$ cat src/rtl/cnn_pkg.sv
// Shared constants and helpers for the CNN requantization paths.
// Saturation limits, default widths and the per-group config bundle.
package cnn_pkg;

  localparam int ACC_W_D = 40;
  localparam int OUT_W_D = 8;

  localparam int INT8_MAX = 127;
  localparam int INT8_MIN = -128;

  localparam longint INT32_MAX = 64'sh0000_0000_7FFF_FFFF;
  localparam longint INT32_MIN = -64'sh0000_0000_8000_0000;

  typedef struct packed {
    logic signed [31:0] bias;
    logic [4:0]         shift;
    logic               relu_en;
  } rq_cfg_t;

  // Clamp a signed value to the range of an n-bit signed integer.
  function automatic longint sat_n(
    input longint v,
    input int     n
  );
    longint hi;
    longint lo;
    hi = (64'sd1 <<< (n - 1)) - 64'sd1;
    lo = -hi - 64'sd1;
    if (v > hi)
      return hi;
    else if (v < lo)
      return lo;
    else
      return v;
  endfunction

endpackage

$ cat src/rtl/requant_round_sat.sv
// Result pipeline: bias add, rounding shift, ReLU and saturation.
// Two register stages; the valid travels alongside the data.
module requant_round_sat
  import cnn_pkg::*;
#(
  parameter int ACC_W = ACC_W_D,
  parameter int OUT_W = OUT_W_D
) (
  input  logic                    clk,
  input  logic                    rst,
  input  logic                    i_valid,
  input  logic signed [ACC_W-1:0] i_acc,
  input  rq_cfg_t                 i_cfg,
  output logic                    o_valid,
  output logic signed [OUT_W-1:0] o_dout,
  output logic signed [31:0]      o_psum,
  output logic                    o_sat
);

  // Two guard bits so bias and rounding can never wrap.
  localparam int EW = ACC_W + 2;

  logic signed [EW-1:0] w_s;
  logic [EW-1:0]        w_rnd;
  logic signed [EW-1:0] w_t;
  logic signed [EW-1:0] w_sh;

  logic signed [EW-1:0] r_s;
  logic signed [EW-1:0] r_sh;
  logic                 r_relu;
  logic                 r_v2;

  logic signed [63:0]   w_x;
  logic signed [63:0]   w_s64;
  logic signed [63:0]   w_q;
  logic signed [63:0]   w_p;
  logic                 w_sat;

  always_comb begin
    w_s = {{2{i_acc[ACC_W-1]}}, i_acc}
        + {{(EW-32){i_cfg.bias[31]}}, i_cfg.bias};
    w_rnd = '0;
    if (i_cfg.shift != 5'd0)
      w_rnd = EW'(1) << (i_cfg.shift - 5'd1);
    w_t  = w_s + signed'(w_rnd);
    w_sh = w_t >>> i_cfg.shift;
  end

  always_ff @(posedge clk) begin
    if (rst) begin
      r_v2   <= 1'b0;
      r_s    <= '0;
      r_sh   <= '0;
      r_relu <= 1'b0;
    end else begin
      r_v2   <= i_valid;
      r_s    <= w_s;
      r_sh   <= w_sh;
      r_relu <= i_cfg.relu_en;
    end
  end

  always_comb begin
    w_x = {{(64-EW){r_sh[EW-1]}}, r_sh};
    if (r_relu && r_sh[EW-1])
      w_x = '0;
    w_s64 = {{(64-EW){r_s[EW-1]}}, r_s};
    w_q   = sat_n(w_x, OUT_W);
    w_p   = sat_n(w_s64, 32);
    w_sat = (w_q != w_x);
  end

  always_ff @(posedge clk) begin
    if (rst) begin
      o_valid <= 1'b0;
      o_dout  <= '0;
      o_psum  <= '0;
      o_sat   <= 1'b0;
    end else begin
      o_valid <= r_v2;
      if (r_v2) begin
        o_dout <= w_q[OUT_W-1:0];
        o_psum <= w_p[31:0];
        o_sat  <= w_sat;
      end
    end
  end

endmodule

$ cat src/rtl/psum_requant.sv
// Partial-sum accumulator feeding the requantization pipeline.
// Counts NUM_TERMS valid terms per group, then hands off one result.
module psum_requant
  import cnn_pkg::*;
#(
  parameter int NUM_TERMS = 16,
  parameter int ACC_W     = ACC_W_D,
  parameter int OUT_W     = OUT_W_D
) (
  input  logic                    clk,
  input  logic                    rst,
  input  logic                    ivalid,
  input  logic signed [31:0]      din,
  input  logic signed [31:0]      bias,
  input  logic [4:0]              shift,
  input  logic                    relu_en,
  output logic                    ovalid,
  output logic signed [OUT_W-1:0] dout,
  output logic signed [31:0]      psum,
  output logic                    sat
);

  localparam int CW = (NUM_TERMS > 1) ? $clog2(NUM_TERMS) : 1;
  localparam logic [CW-1:0] LAST = CW'(NUM_TERMS - 1);

  localparam logic [0:0] S_IDLE = 1'b0;
  localparam logic [0:0] S_ACC  = 1'b1;

  logic [0:0]              r_state;
  logic [CW-1:0]           r_cnt;
  logic signed [ACC_W-1:0] r_acc;
  rq_cfg_t                 r_cfg;
  logic signed [ACC_W-1:0] r_fin;
  rq_cfg_t                 r_fcfg;
  logic                    r_fv;

  logic signed [ACC_W-1:0] w_dx;
  logic signed [ACC_W-1:0] w_sum;
  rq_cfg_t                 w_cfg;
  logic                    w_last;

  always_comb begin
    w_dx   = {{(ACC_W-32){din[31]}}, din};
    w_sum  = r_acc + w_dx;
    w_cfg  = r_cfg;
    w_last = (r_cnt == LAST);
    // First term of a group starts fresh and latches the config.
    if (r_state == S_IDLE) begin
      w_sum = w_dx;
      w_cfg = '{bias: bias, shift: shift, relu_en: relu_en};
    end
  end

  always_ff @(posedge clk) begin
    if (rst) begin
      r_state <= S_IDLE;
      r_cnt   <= '0;
      r_acc   <= '0;
      r_cfg   <= '0;
      r_fin   <= '0;
      r_fcfg  <= '0;
      r_fv    <= 1'b0;
    end else begin
      r_fv <= 1'b0;
      if (ivalid) begin
        r_acc <= w_sum;
        r_cfg <= w_cfg;
        if (w_last) begin
          r_cnt   <= '0;
          r_state <= S_IDLE;
          r_fin   <= w_sum;
          r_fcfg  <= w_cfg;
          r_fv    <= 1'b1;
        end else begin
          r_cnt   <= r_cnt + CW'(1);
          r_state <= S_ACC;
        end
      end
    end
  end

  requant_round_sat #(
    .ACC_W (ACC_W),
    .OUT_W (OUT_W)
  ) u_rq (
    .clk     (clk),
    .rst     (rst),
    .i_valid (r_fv),
    .i_acc   (r_fin),
    .i_cfg   (r_fcfg),
    .o_valid (ovalid),
    .o_dout  (dout),
    .o_psum  (psum),
    .o_sat   (sat)
  );

endmodule

$ cat config.mk
export PLATFORM = sky130hd
export DESIGN_NAME = psum_requant
export DESIGN_NICKNAME = d
export VERILOG_FILES = /design/src/rtl/cnn_pkg.sv /design/src/rtl/requant_round_sat.sv /design/src/rtl/psum_requant.sv
export SDC_FILE = /design/constraint.sdc
export NUM_CORES = 1
export LEC_CHECK = 0
export CAP_MARGIN = 20
export CORE_MARGIN = 2
export CORE_UTILIZATION = 65
export DETAILED_ROUTE_END_ITERATION = 6
export GPL_ROUTABILITY_DRIVEN = 0
export HOLD_SLACK_MARGIN = 0.05
export PLACE_DENSITY = 0.86
export SLEW_MARGIN = 10
export SYNTH_ARGS = -nofsm -noshare
export SYNTH_HDL_FRONTEND = slang
export SYNTH_HIERARCHICAL = 1
export SYNTH_SLANG_ARGS = --single-unit
$ cat constraint.sdc
create_clock -name clk -period 12.5 [get_ports clk]
set_clock_uncertainty 0.15 [all_clocks]
set_input_delay 2.5 -clock clk [delete_from_list [all_inputs] [get_ports clk]]
set_output_delay 2.5 -clock clk [all_outputs]
set_load 0.02 [all_outputs]
==> impl_metrics.toml <==
[power_and_ir_drop]
p_int_w = 0.00157
swShare_pct = 26.5
p_seq_share_pct = 44.7
p_comb_share_pct = 13.3
ir_drop_uv = 99.6
p_per_area_mw_per_mm2 = 97.0
leakagePower_nw = 8.91
p_sw_w = 0.000565
clockPowerShare_pct = 41.9

[grt]
grt_max_degree = 102
antenna_found_initial = 4
grt_pass1_wl_um = 94700
grt_use_total_pct = 36.5
grt_overflow = 0
grt_pass1_vias = 18420

[outcome]
status = "completed"

[clock_network]
hold_buffers = 0
cts_resized = 0
cts-root-buf = "clkbuf_16"
cts_buffers = 31
cts_tree = "done"
clockBufferDepth = 3
clk_pin_slew_ns = 0.07
cts.sinks = 289
cts_setup_buffers = 0
clk_latency_ns = 0.56
cts_max_level = 1

[route]
wl_met3_um = 6310
drc = 0
routed.top_layer = "met5"
ant_nets = 0
first_pass_iters = 6
wl_met2_um = 26500
wire_per_inst_um = 20.7
num_vias = 20021
routed_wirelength_um = 60300
first_iter_violations = 2459
wl_met1_um = 23700
post_drt_via_cell_ratio = 6.88

[critical_path]
slowest_delay_ns = 0.88
critPathKind = "flop to flop"
reg2reg_from = "r_fcfg[5]"
path_buf_inv = 2
start_kind = "flop"
cp.arrival_ns = 7.18
path_cells = "buf_4, clkinv_1, nand2_1, o21ai_0, and2_1, ha_1, and4_1, o2111a_1, o31ai_1, a31o_1, o21ba_2, o21ai_0, and3_1, a21oi_1, or3b_2, a31oi_1, a211oi_1, a21o_1"
cp_top_family = "compound AO/OA/AOI/OAI gates"
regToRegSetupSlack_ns = 5.63
end_kind = "flop"
crit_slowest_cell = "nand2_1"
cp.required_ns = 12.81
cp.depth = 18
reg2reg_depth = 18
rr_endpoint = "u_rq/r_sh[21]"
critPathMostFrequentCell = "o21ai_0"
cp_max_fo = 31

[final_layout]
stdcell_count = 2908
finalNetCount = 2680
final_common_cell = "nor2_1"
syn_to_final_growth_pct = 10.7
layout_common_cells = "nor2_1 (296), dfxtp_1 (287), nand2_1 (246)"
stdcell_area_mm2 = 0.0220
drive_gt1_share_pct = 6.22

[floorplanning]
rows = 64
dieArea_mm2 = 0.0320
io_pins = 115
core_area_mm2 = 0.0303
initial_core_util_pct = 65.5
die_w_um = 179
fp.dieH_um = 179

[placement]
io_buffers = 114
dpl_cell_area_mm2 = 0.0210
dpl.hpwl_um = 44200
placed_cells = 2852
place_ws_ns = 5.98

[timing]
finalHoldViolCount = 0
slew_violations = 0
setup_ws_ns = 5.63
fmax_mhz = 146
fin_setup_tns_ns = 0
min_period_ns = 6.87
worstMarginPinSlew_ns = 1.07
finalCritPeriodShare_pct = 55.0
relSlewSlack_pct = 28.7
rsz0062_at_grt = "false"
final-setup-viol-count = 0

[synthesis]
synth_area_mm2 = 0.0199
async_reset_ff_share_pct = 0
synth_ff_type = "dfxtp_1"
synth_edf_count = 0
netlist.area_leader.share_pct = 29.1
ys_seq_area_share_pct = 29.1
yosysTopAreaCell = "dfxtp_1"
synth_cell_types = 100
avgSynthCellArea_um2 = 7.97
synth_seq_cells = 289
synth_area_leaders = "dfxtp_1 (29%), ha_1 (7.2%), a21oi_1 (5.7%)"
synthesis.nets = 2687
synthCells = 2496
ys_warn_count = 6

[hold_path]
min_from = "r_cfg[20]"
min_to = "r_cfg[20]"
worst_hold_path_type = "flop to flop"
min_path_cells = 2

[run]
max_cap_viol_count = 0
[metrics by stage]
step                      hold WS [ns]  util, %  power (W)
after floorplan                  0.264        -    0.00116
after detailed placement         0.289     69.3    0.00125
after global routing             0.314     72.5    0.00220
final                            0.303     72.5    0.00213
after CTS                        0.301     72.5    0.00213
after global placement           0.269     69.3    0.00124
[worst reg2reg max path, delay by kind of cell (launching register included)]
kind                       cells  cell delay (ns)
DFF                            1             0.31
and+or+nand+nor                5             2.25
adders and majority gates      1             0.47
AOI/OAI and AO/OA             10             2.46
buffers and inverters          2             1.14
[sequential cells by signal, summed over array words and instances, names as in the netlist]
| name | cells |
|---|---|
| r_acc | 40 |
| u_rq/r_s | 41 |
| u_rq/o_dout | 8 |
| r_fin | 40 |
| r_state | 1 |
| u_rq/o_psum | 32 |
| u_rq/r_v2 | 1 |
| u_rq/r_relu | 1 |
| r_fv | 1 |
| r_cfg | 38 |
| u_rq/r_sh | 42 |
| r_cnt | 4 |
| u_rq/o_valid | 1 |
| r_fcfg | 38 |
| u_rq/o_sat | 1 |
[logic make-up after synthesis]
| logic type | share of synthesized area (%) |
|---|---|
| adder cells (fa/ha/maj) | 7.54 |
| XOR/XNOR | 4.58 |
| AND/OR/NAND/NOR | 20.3 |
| flip-flops | 29.1 |
| buffers and inverters | 4.17 |
| AO/OA/AOI/OAI | 26.4 |
| multiplexers | 7.90 |
[power groups by stage]
stage          logic (W)  registers, W  clock network (W)
2_1_floorplan   0.000196      0.000968                  0
3_3_place_gp    0.000267      0.000973                  0
3_5_place_dp    0.000275      0.000974                  0
4_1_cts         0.000278      0.000954           0.000900
5_1_grt         0.000308      0.000956           0.000935
6_report        0.000285      0.000955           0.000895
[cell type report]
class	count	area [um^2]
clock buffers	42	847
well taps	396	495
diodes	2	5.00
repair buffers	137	1310
inverters	34	128
fillers	2308	8340
multi-input cells	1996	13300
clock inverters	12	136
flip-flops and latches	289	5790
[synth_stat cells (13+ instances only)]
library cell / instances
nor4_1: 25
nor3_1: 78
xnor2_1: 61
o21a_1: 32
buf_2: 23
inv_1: 30
mux2i_1: 112
ha_1: 115
o21ai_0: 84
o21bai_1: 13
a311oi_1: 13
a21o_1: 45
clkbuf_1: 133
nor2_1: 297
nor2b_1: 19
a211oi_1: 134
dfxtp_1: 289
nand2_1: 246
xor2_1: 38
nand3_1: 29
nand2b_1: 14
a21oi_1: 228
nand4_1: 43
mux4_2: 14
o211ai_1: 27
and2_1: 54
a31oi_1: 31
buf_1: 19
[routing by layer]
metal / GRT usage (%) / up-vias
met1: 45.6 / 9328
met3: 9.01 / 293
met2: 57.7 / 1180
met4: 20.0 / 4
li1: - / 9216
met5: 0 / -
[worst max path at each step]
stage | startpoint | to
final | r_fcfg[5] | u_rq/r_sh[21]
after global placement | r_fcfg[5] | u_rq/r_sh[15]
after global routing | r_fcfg[5] | u_rq/r_sh[21]
after detailed placement | r_fin[0] | u_rq/r_sh[4]
after floorplan | r_fcfg[3] | u_rq/r_sh[4]
after CTS | r_fin[0] | u_rq/r_sh[4]
Power figures use the tool's default switching activity.
